--- config.mk ---
export PLATFORM = sky130hd
export DESIGN_NAME = if_fetch_stage_flat
export DESIGN_NICKNAME = d
export VERILOG_FILES = /design/src/rtl/legv8_pkg.sv /design/src/rtl/if_fetch_stage_if.sv /design/src/rtl/if_fetch_stage_fetch_queue.sv /design/src/rtl/if_fetch_stage.sv /design/src/flat_wrapper.sv
export SDC_FILE = /design/constraint.sdc
export NUM_CORES = 1
export LEC_CHECK = 0
export CORE_MARGIN = 5
export CORE_UTILIZATION = 57
export CTS_CLUSTER_DIAMETER = 60
export DETAILED_ROUTE_END_ITERATION = 10
export GPL_TIMING_DRIVEN = 0
export PLACE_DENSITY = 0.9
export SLEW_MARGIN = 30
export SYNTH_ARGS = -nofsm -noshare
export SYNTH_HDL_FRONTEND = slang
export SYNTH_SLANG_ARGS = --single-unit
--- constraint.sdc ---
create_clock -name CLOCK -period 14.7 [get_ports CLOCK]
set_input_delay 2.205 -clock CLOCK [delete_from_list [all_inputs] [get_ports CLOCK]]
set_output_delay 2.205 -clock CLOCK [all_outputs]
set_load 0.05 [all_outputs]
--- src/rtl/legv8_pkg.sv ---
// Shared LEGv8 front-end types and constants: address/instruction widths,
// PC increment, the fetch-queue entry, and a saturating counter helper.
package legv8_pkg;

  localparam int ADDR_W = 64;
  localparam int INSN_W = 32;

  localparam logic [ADDR_W-1:0] PC_STEP  = 64'd4;
  localparam logic [INSN_W-1:0] NOP_INSN = 32'h0;

  typedef struct packed {
    logic [ADDR_W-1:0] pc;
    logic [INSN_W-1:0] instr;
  } fetch_entry_t;

  // Counter add that sticks at all-ones instead of wrapping.
  function automatic logic [31:0] sat_add32(input logic [31:0] a, input logic [31:0] b);
    logic [32:0] s;
    s = {1'b0, a} + {1'b0, b};
    return s[32] ? 32'hFFFF_FFFF : s[31:0];
  endfunction

endpackage

--- src/rtl/if_fetch_stage_if.sv ---
// Fetch-stage bus: instruction-memory handshake, hazard/redirect inputs and
// IF/ID outputs. master = fetch stage, slave = memory/pipeline side.
interface if_fetch_stage_if #(
  parameter int ADDR_W = 64,
  parameter int INSN_W = 32
);
  logic              imem_req;
  logic [ADDR_W-1:0] imem_addr;
  logic              imem_ready;
  logic [INSN_W-1:0] imem_rdata;
  logic              stall;
  logic              branch_taken;
  logic [ADDR_W-1:0] branch_target;
  logic              ifid_valid;
  logic [ADDR_W-1:0] ifid_pc;
  logic [INSN_W-1:0] ifid_instr;

  modport master (
    output imem_req, imem_addr, ifid_valid, ifid_pc, ifid_instr,
    input  imem_ready, imem_rdata, stall, branch_taken, branch_target
  );

  modport slave (
    input  imem_req, imem_addr, ifid_valid, ifid_pc, ifid_instr,
    output imem_ready, imem_rdata, stall, branch_taken, branch_target
  );
endinterface

--- src/rtl/if_fetch_stage_fetch_queue.sv ---
// Small power-of-two FIFO of fetch entries with synchronous flush.
// Flush wins over push and pop on the same edge.
module fetch_queue
  import legv8_pkg::*;
#(
  parameter int DEPTH = 2
) (
  input  logic                         clk,
  input  logic                         rst,
  input  logic                         push,
  input  fetch_entry_t                 push_data,
  input  logic                         pop,
  input  logic                         flush,
  output fetch_entry_t                 head,
  output logic [$clog2(DEPTH+1)-1:0]   count,
  output logic                         full,
  output logic                         empty
);
  localparam int PW = $clog2(DEPTH);
  localparam int CW = $clog2(DEPTH + 1);

  logic [PW-1:0] wr_ptr_q, wr_ptr_d;
  logic [PW-1:0] rd_ptr_q, rd_ptr_d;
  logic [CW-1:0] count_q, count_d;
  logic          push_ok, pop_ok;
  fetch_entry_t  mem_q [DEPTH];

  assign empty   = (count_q == '0);
  assign full    = (count_q == CW'(DEPTH));
  assign pop_ok  = pop && !empty;
  // A push into a full queue is legal when the head leaves on the same edge.
  assign push_ok = push && (!full || pop_ok);

  always_comb begin
    wr_ptr_d = wr_ptr_q;
    rd_ptr_d = rd_ptr_q;
    count_d  = count_q;
    if (flush) begin
      wr_ptr_d = '0;
      rd_ptr_d = '0;
      count_d  = '0;
    end else begin
      if (push_ok) wr_ptr_d = wr_ptr_q + 1'b1;
      if (pop_ok)  rd_ptr_d = rd_ptr_q + 1'b1;
      count_d = count_q + CW'(push_ok) - CW'(pop_ok);
    end
  end

  always_ff @(posedge clk or posedge rst) begin
    if (rst) begin
      wr_ptr_q <= '0;
      rd_ptr_q <= '0;
      count_q  <= '0;
    end else begin
      wr_ptr_q <= wr_ptr_d;
      rd_ptr_q <= rd_ptr_d;
      count_q  <= count_d;
    end
  end

  always_ff @(posedge clk) begin
    if (push_ok && !flush) mem_q[wr_ptr_q] <= push_data;
  end

  assign head  = mem_q[rd_ptr_q];
  assign count = count_q;

endmodule

--- src/rtl/if_fetch_stage.sv ---
// LEGv8 instruction-fetch stage: PC register, imem request logic and a fetch
// queue whose head feeds IF/ID. Define IF_FETCH_PERF_EN for perf counters.
module if_fetch_stage
  import legv8_pkg::*;
#(
  parameter int                ADDR_W   = 64,
  parameter int                INSN_W   = 32,
  parameter logic [ADDR_W-1:0] RESET_PC = '0,
  parameter int                QDEPTH   = 2
) (
  input  logic              CLOCK,
  input  logic              RESET,
  if_fetch_stage_if.master  bus
`ifdef IF_FETCH_PERF_EN
  ,
  output logic [31:0]       perf_fetched,
  output logic [31:0]       perf_flushed,
  output logic [31:0]       perf_stall_cycles
`endif
);
  localparam int CW = $clog2(QDEPTH + 1);

  logic [ADDR_W-1:0] pc_q, pc_d;
  fetch_entry_t      last_q, last_d;
  fetch_entry_t      head, shown, push_data;
  logic [CW-1:0]     q_count;
  logic              q_full, q_empty;
  logic              pop, req, fire;

  assign pop  = !q_empty && !bus.stall;
  assign req  = !RESET && !bus.branch_taken && (!q_full || pop);
  assign fire = req && bus.imem_ready;

  always_comb begin
    push_data       = '0;
    push_data.pc    = pc_q;
    push_data.instr = bus.imem_rdata;
  end

  fetch_queue #(.DEPTH(QDEPTH)) u_queue (
    .clk       (CLOCK),
    .rst       (RESET),
    .push      (fire),
    .push_data (push_data),
    .pop       (pop),
    .flush     (bus.branch_taken),
    .head      (head),
    .count     (q_count),
    .full      (q_full),
    .empty     (q_empty)
  );

  // IF/ID keeps showing the last head once the queue runs dry.
  always_comb begin
    pc_d = pc_q;
    if (bus.branch_taken)
      pc_d = {bus.branch_target[ADDR_W-1:2], 2'b00};
    else if (fire)
      pc_d = pc_q + ADDR_W'(PC_STEP);
    shown  = q_empty ? last_q : head;
    last_d = shown;
  end

  always_ff @(posedge CLOCK or posedge RESET) begin
    if (RESET) begin
      pc_q         <= RESET_PC;
      last_q.pc    <= '0;
      last_q.instr <= NOP_INSN;
    end else begin
      pc_q   <= pc_d;
      last_q <= last_d;
    end
  end

  assign bus.imem_req   = req;
  assign bus.imem_addr  = pc_q;
  assign bus.ifid_valid = !q_empty;
  assign bus.ifid_pc    = shown.pc;
  assign bus.ifid_instr = shown.instr;

`ifdef IF_FETCH_PERF_EN
  logic [31:0] perf_fetched_q, perf_fetched_d;
  logic [31:0] perf_flushed_q, perf_flushed_d;
  logic [31:0] perf_stall_q,   perf_stall_d;

  // A flush discards whatever the queue holds; fire is already blocked by it.
  always_comb begin
    perf_fetched_d = sat_add32(perf_fetched_q, 32'(fire));
    perf_flushed_d = perf_flushed_q;
    if (bus.branch_taken) perf_flushed_d = sat_add32(perf_flushed_q, 32'(q_count));
    perf_stall_d   = sat_add32(perf_stall_q, 32'(bus.stall && !q_empty));
  end

  always_ff @(posedge CLOCK or posedge RESET) begin
    if (RESET) begin
      perf_fetched_q <= '0;
      perf_flushed_q <= '0;
      perf_stall_q   <= '0;
    end else begin
      perf_fetched_q <= perf_fetched_d;
      perf_flushed_q <= perf_flushed_d;
      perf_stall_q   <= perf_stall_d;
    end
  end

  assign perf_fetched      = perf_fetched_q;
  assign perf_flushed      = perf_flushed_q;
  assign perf_stall_cycles = perf_stall_q;
`else
  logic unused_count;
  assign unused_count = ^q_count;
`endif

endmodule

--- src/flat_wrapper.sv ---
// flat-port wrapper written by rule: the top's interface ports become plain ports
module if_fetch_stage_flat import legv8_pkg::*;
#(
  parameter int                ADDR_W   = 64,
  parameter int                INSN_W   = 32,
  parameter logic [ADDR_W-1:0] RESET_PC = '0,
  parameter int                QDEPTH   = 2
)
  (CLOCK, RESET, bus_imem_req, bus_imem_addr, bus_ifid_valid, bus_ifid_pc, bus_ifid_instr, bus_imem_ready, bus_imem_rdata, bus_stall, bus_branch_taken, bus_branch_target);
  if_fetch_stage_if #(.ADDR_W(ADDR_W), .INSN_W(INSN_W)) bus_i ();
  input  logic CLOCK;
  input  logic RESET;
  output wire logic [$bits(bus_i.imem_req)-1:0] bus_imem_req;
  output wire logic [$bits(bus_i.imem_addr)-1:0] bus_imem_addr;
  output wire logic [$bits(bus_i.ifid_valid)-1:0] bus_ifid_valid;
  output wire logic [$bits(bus_i.ifid_pc)-1:0] bus_ifid_pc;
  output wire logic [$bits(bus_i.ifid_instr)-1:0] bus_ifid_instr;
  input wire logic [$bits(bus_i.imem_ready)-1:0] bus_imem_ready;
  input wire logic [$bits(bus_i.imem_rdata)-1:0] bus_imem_rdata;
  input wire logic [$bits(bus_i.stall)-1:0] bus_stall;
  input wire logic [$bits(bus_i.branch_taken)-1:0] bus_branch_taken;
  input wire logic [$bits(bus_i.branch_target)-1:0] bus_branch_target;
  assign bus_imem_req = bus_i.imem_req;
  assign bus_imem_addr = bus_i.imem_addr;
  assign bus_ifid_valid = bus_i.ifid_valid;
  assign bus_ifid_pc = bus_i.ifid_pc;
  assign bus_ifid_instr = bus_i.ifid_instr;
  assign bus_i.imem_ready = bus_imem_ready;
  assign bus_i.imem_rdata = bus_imem_rdata;
  assign bus_i.stall = bus_stall;
  assign bus_i.branch_taken = bus_branch_taken;
  assign bus_i.branch_target = bus_branch_target;
  if_fetch_stage #(.ADDR_W(ADDR_W), .INSN_W(INSN_W), .RESET_PC(RESET_PC), .QDEPTH(QDEPTH)) u_core (.CLOCK(CLOCK), .RESET(RESET), .bus(bus_i));
endmodule
After elaboration in Yosys (flattened, before gate mapping)
Memories as Yosys holds them, arrays and structs flattened. Cells that the tools add are included.

Add/sub/neg operators: 5. Reductions and logical operators: 18. Muxes and demuxes: 10. Eq/ne operators: 1.

Operators by type and width (number): $mux W64 (2); $mux W96 (1); $add A64 B3 Y64 const B (1); $logic_and A1 B1 Y1 (7); $mux W1 (6); $reduce_bool A2 Y1 (3); $logic_not A1 Y1 (5); $add A1 B1 Y1 const B (2); $add A2 B1 Y2 (1); $eq A2 B2 Y1 const B (1); $logic_not A2 Y1 (1); $logic_or A1 B1 Y1 (2); $mux W2 (1); $sub A2 B1 Y2 (1).

Logic and storage cells: 41. Bits in registers: 164. Bits of input ports: 101. Memories: 1. RAM bits: 192.

Memory list: u_core.u_queue.mem_q (words 2, bits a word 96, rd ports 1, clocked after memory_dff 0, write ports 1, RTL line if_fetch_stage_fetch_queue.sv:26) `fetch_entry_t mem_q [DEPTH];`.

Logic depth before layout (Yosys ltp)
Depth after elaboration: 10. Gate-level depth with buffers: 11. Gate-level depth less buffers: 8.

By module
From an unflattened synthesis, not the netlist that was laid out.

Cell total of the unflattened synthesis: 982. Area, all modules: 14460.1 µm².

Modules (own cells, without submodules): if_fetch_stage (sequential area each 3953.8 µm², area an instance 7269.5 µm², cells an instance 653, instances 1); fetch_queue (sequential area each 5865.6 µm², area an instance 7190.6 µm², cells an instance 329, instances 1).

Worst setup path before layout
Ideal clock, no wire load.

Kind: in2reg. Start point: in bus_branch_taken. End point: mem u_core.u_queue.mem_q[0][0] in the netlist's numbering (enable). Stages on the path: 7. Data arrival time: 7.263 ns. Setup slack: 6.889 ns. Setup time: 0.548 ns. Cells stage by stage: or2_0 > clkbuf_1 > nor3_4 > inv_2 > buf_2 > clkbuf_1 > nor2_1.

Word-level cells in the longest chain between the ends: 8.

RTL lines: start, declared (RTL line flat_wrapper.sv:21) `input wire logic [$bits(bus_i.branch_taken)-1:0] bus_branch_taken;`; $logic_not A1 Y1 (*) (RTL line if_fetch_stage_fetch_queue.sv:62, if_fetch_stage.sv:31); $logic_and A1 B1 Y1 (2 in series) (RTL line if_fetch_stage.sv:31) `assign req = !RESET && !bus.branch_taken && (!q_full || pop);`; $logic_and A1 B1 Y1 (RTL line if_fetch_stage.sv:32) `assign fire = req && bus.imem_ready;`; $logic_and A1 B1 Y1 (RTL line if_fetch_stage_fetch_queue.sv:32) `assign push_ok = push && (!full || pop_ok);`; $logic_and A1 B1 Y1 (*) (RTL line if_fetch_stage_fetch_queue.sv:62) `if (push_ok && !flush) mem_q[wr_ptr_q] <= push_data;`; $mux W1 (*) (RTL line if_fetch_stage_fetch_queue.sv:62); $mux W1 (not written as such) (*) (RTL line if_fetch_stage_fetch_queue.sv:62); end, declared (RTL line if_fetch_stage_fetch_queue.sv:26).

Mark *: on every way between the ends. The rest lies on a longest branch, timed or not.

Worst setup path in the final report
Start point: reg u_core.u_queue.count_q[0] (netlist: u_core.u_queue.count[0]). End point: out bus_ifid_pc[36].

Word-level cells in the longest chain between the ends: 2.

RTL lines: start, declared (RTL line if_fetch_stage_fetch_queue.sv:24) `logic [CW-1:0] count_q, count_d;`; start signal, assigned (RTL line if_fetch_stage_fetch_queue.sv:57) `count_q <= count_d;`; $logic_not A2 Y1 (RTL line if_fetch_stage_fetch_queue.sv:28) `assign empty = (count_q == '0);`; $mux W96 (RTL line if_fetch_stage.sv:60) `shown = q_empty ? last_q : head;`; end, declared (RTL line flat_wrapper.sv:16) `output wire logic [$bits(bus_i.ifid_pc)-1:0] bus_ifid_pc;`.

No other way between the ends.

==> impl_metrics.json <==
{
  "yosys_warnings": 0,
  "io_pins": 263,
  "setup.worst_path.start": "u_core.u_queue.count[0]",
  "required_ns": 12.49,
  "grt_max_degree": 64,
  "grt_util_all_layers": 0.292,
  "drive_gt1_frac": 0.0702,
  "cts_tree": "built",
  "clockBufferDepth": 3,
  "period_needed_ns": 6.59,
  "grt_overflow_total": 0,
  "status": "complete, no violations",
  "met3_usage": 0.0491,
  "nets": 1571,
  "first_iter_violations": 1375,
  "drv_slew": 0,
  "die_area_um2": 28800,
  "clkSinkCount": 350,
  "busiest_layer": "met2",
  "wirelength_mm": 42.9,
  "max_stage_delay_ns": 0.88,
  "postCtsSetupRepairBufs": 0,
  "ys_types": 62,
  "area_growth_pct": 30.7,
  "route.detailed.drc": 0,
  "first_global_vias": 11368,
  "dpl_cell_area_um2": 17800,
  "ys.flop_type": "edfxtp_1",
  "row_count": 58,
  "antenna_found_initial": 3,
  "netlist_instances": 1160,
  "cts_buffers": 38,
  "start_util": 0.578,
  "cp_slowest_cell": "clkdlybuf4s50_1",
  "synth_seq_area_share": 0.667,
  "portBuffers": 258,
  "hpwlAfterDp_mm": 30.0,
  "cp_common_cell": "clkbuf_1",
  "finalCritPeriodShare": 0.448,
  "final_common_cell": "clkdlybuf4s50_1",
  "grt_pass1_wl_mm": 65.2,
  "place_congestion": 0.969,
  "path_max_fanout": 10,
  "critPathArrivalTime_ns": 4.38,
  "via_per_inst": 6.17,
  "syn_avg_cell_area_um2": 12.5,
  "num-fill-cells": 1603,
  "finalHoldViolations": 0,
  "min_path_type": "flop to flop",
  "post_cts_resized": 0,
  "num_vias": 11284,
  "final-setup-viol-count": 0,
  "cts_root_buf": "clkbuf_16",
  "place_inst": 1757,
  "die_h_um": 170,
  "utilization": 0.755,
  "clk_latency_ns": 0.53,
  "async_flop_share": 0.463,
  "setup_tns_ns": 0,
  "core-area_um2": 25200,
  "htree_levels": 2,
  "r2r_start": "u_core.u_queue.count[1]",
  "synth_edf_count": 188,
  "grt_setup_unrepaired": "no",
  "use_met2": 0.479,
  "crit_chain": "nor2_1 -> clkbuf_1 -> clkbuf_1 -> clkbuf_1 -> nand2_1 -> o21ai_0 -> clkdlybuf4s50_1",
  "fin_ws_ns": 8.11,
  "dpl_worst_slack_ns": 8.31,
  "ir_drop_uv": 181,
  "stdcell_area_um2": 19000,
  "post_drt_wl_per_cell_um": 23.4,
  "path_class": "flop to primary output",
  "max_slew_margin": 0.373,
  "hold_path.startpoint": "u_core.last_q[33]",
  "max_freq_mhz": 152,
  "fin_cells": 1829,
  "p_leak_nw": 7.02,
  "power_mw": 4.32,
  "layout_common_cells": "258 x clkdlybuf4s50_1, 188 x edfxtp_1, 185 x nand2_1",
  "power_density_nw_per_um2": 227,
  "grt_util_met1": 0.391,
  "die_w_um": 170,
  "startpoint_type": "flop",
  "cp-end-kind": "primary output",
  "cts.clk_slew.worst_paths_ns": 0.06,
  "dr.pass1.iters": 9,
  "ys_ff_latch": 350,
  "drt.antenna.violating_nets": 0,
  "hold_ws_ns": 0.486,
  "drv_cap": 0,
  "syn-cell-area_um2": 14600,
  "ctsHoldBuffers": 0,
  "finClkSkew_ns": 0.0204,
  "worstMarginPinSlew_ns": 0.941
}
[routing by layer]
| metal | up-vias | share of wire |
|---|---|---|
| li1 | 4947 | - |
| met1 | 5520 | 0.38 |
| met2 | 687 | 0.49 |
| met3 | 130 | 0.092 |
| met4 | 0 | 0.040 |
| met5 | - | 0 |
[cells in the mapped netlist, types with 4 or more instances]
cell type	n	area, µm²
and2_1	11	68.8
or3_1	10	62.6
nor4_4	4	85.1
o311ai_0	11	96.3
dfrtp_1	162	4050
nor3_1	13	65.1
nor2b_1	4	25.0
edfxtp_1	188	5650
mux2_2	5	56.3
or4_1	7	52.6
a21oi_1	11	55.1
nand2_1	185	694
o211ai_1	23	173
buf_1	5	18.8
a22oi_1	6	45.0
nor2_1	35	131
mux2i_1	102	1020
buf_2	13	65.1
o21ai_0	119	596
a31oi_1	7	43.8
nand3_1	44	220
and3_1	8	50.1
a21o_1	7	52.6
inv_1	14	52.6
nand4_1	44	275
clkbuf_1	49	184
and4_1	4	35.0
nor4_1	11	68.8
[worst max-delay path: cells and delay by family (launching register included)]
kind | cells | cell delay [ns]
flops | 1 | 0.40
compound gates | 1 | 0.16
buf+inv | 4 | 2.91
simple gates | 2 | 0.40
[registers in the layout, summed over array words and instances, names as in the netlist]
signal                   flops
u_core.u_queue.wr_ptr_q      1
u_core.u_queue.count         2
u_core.u_queue.mem_q       188
u_core.u_queue.rd_ptr_q      1
u_core.last_q               96
u_core.bus.imem_addr        62
[final cells by class]
| cell class | count | area [µm²] | share of cell area |
|---|---|---|---|
| plain buffers | 69 | 283 | 0.0149 |
| clock buffers | 58 | 1100 | 0.0577 |
| well taps | 330 | 413 | 0.0217 |
| flip-flops and latches | 350 | 9700 | 0.510 |
| inverters | 15 | 63.8 | 0.00336 |
| multi-input cells | 727 | 4530 | 0.238 |
| clock inverters | 11 | 146 | 0.00770 |
| diodes | 3 | 7.51 | 0.000395 |
| repair buffers | 266 | 2780 | 0.146 |
[path summary, 6_finish.rpt]
path	endpoint	slack [ns]	depth (start not counted)
setup / recovery	bus_ifid_pc[36]	8.11	7
hold / removal	u_core.last_q[33]	0.49	1
setup reg to reg	u_core.u_queue.mem_q[0][40]	11.19	10
hold reg to reg	u_core.last_q[33]	0.49	1
max in group asynchronous	u_core.last_q[30]	11.91	3
min in group asynchronous	u_core.last_q[83]	2.15	2
[where the power goes]
| part | leakage [nW] | internal, mW | total (mW) | switching, mW |
|---|---|---|---|---|
| Sequential | 3.71 | 1.22 | 1.31 | 0.0910 |
| Clock | 0.591 | 0.570 | 0.949 | 0.379 |
| Combinational | 2.71 | 0.604 | 2.06 | 1.46 |
[logic make-up after synthesis]
family / count (synthesis) / share of synthesized area
AO/OA/AOI/OAI: 207 / 0.0871
XOR/XNOR: 6 / 0.00361
adder cells (fa/ha/maj): 3 / 0.00258
buffers and inverters: 84 / 0.0233
flip-flops: 350 / 0.667
multiplexers: 107 / 0.0740
other: 1 / 0.000258
AND/OR/NAND/NOR: 402 / 0.142
No activity file was read; power rests on OpenSTA's default activity.
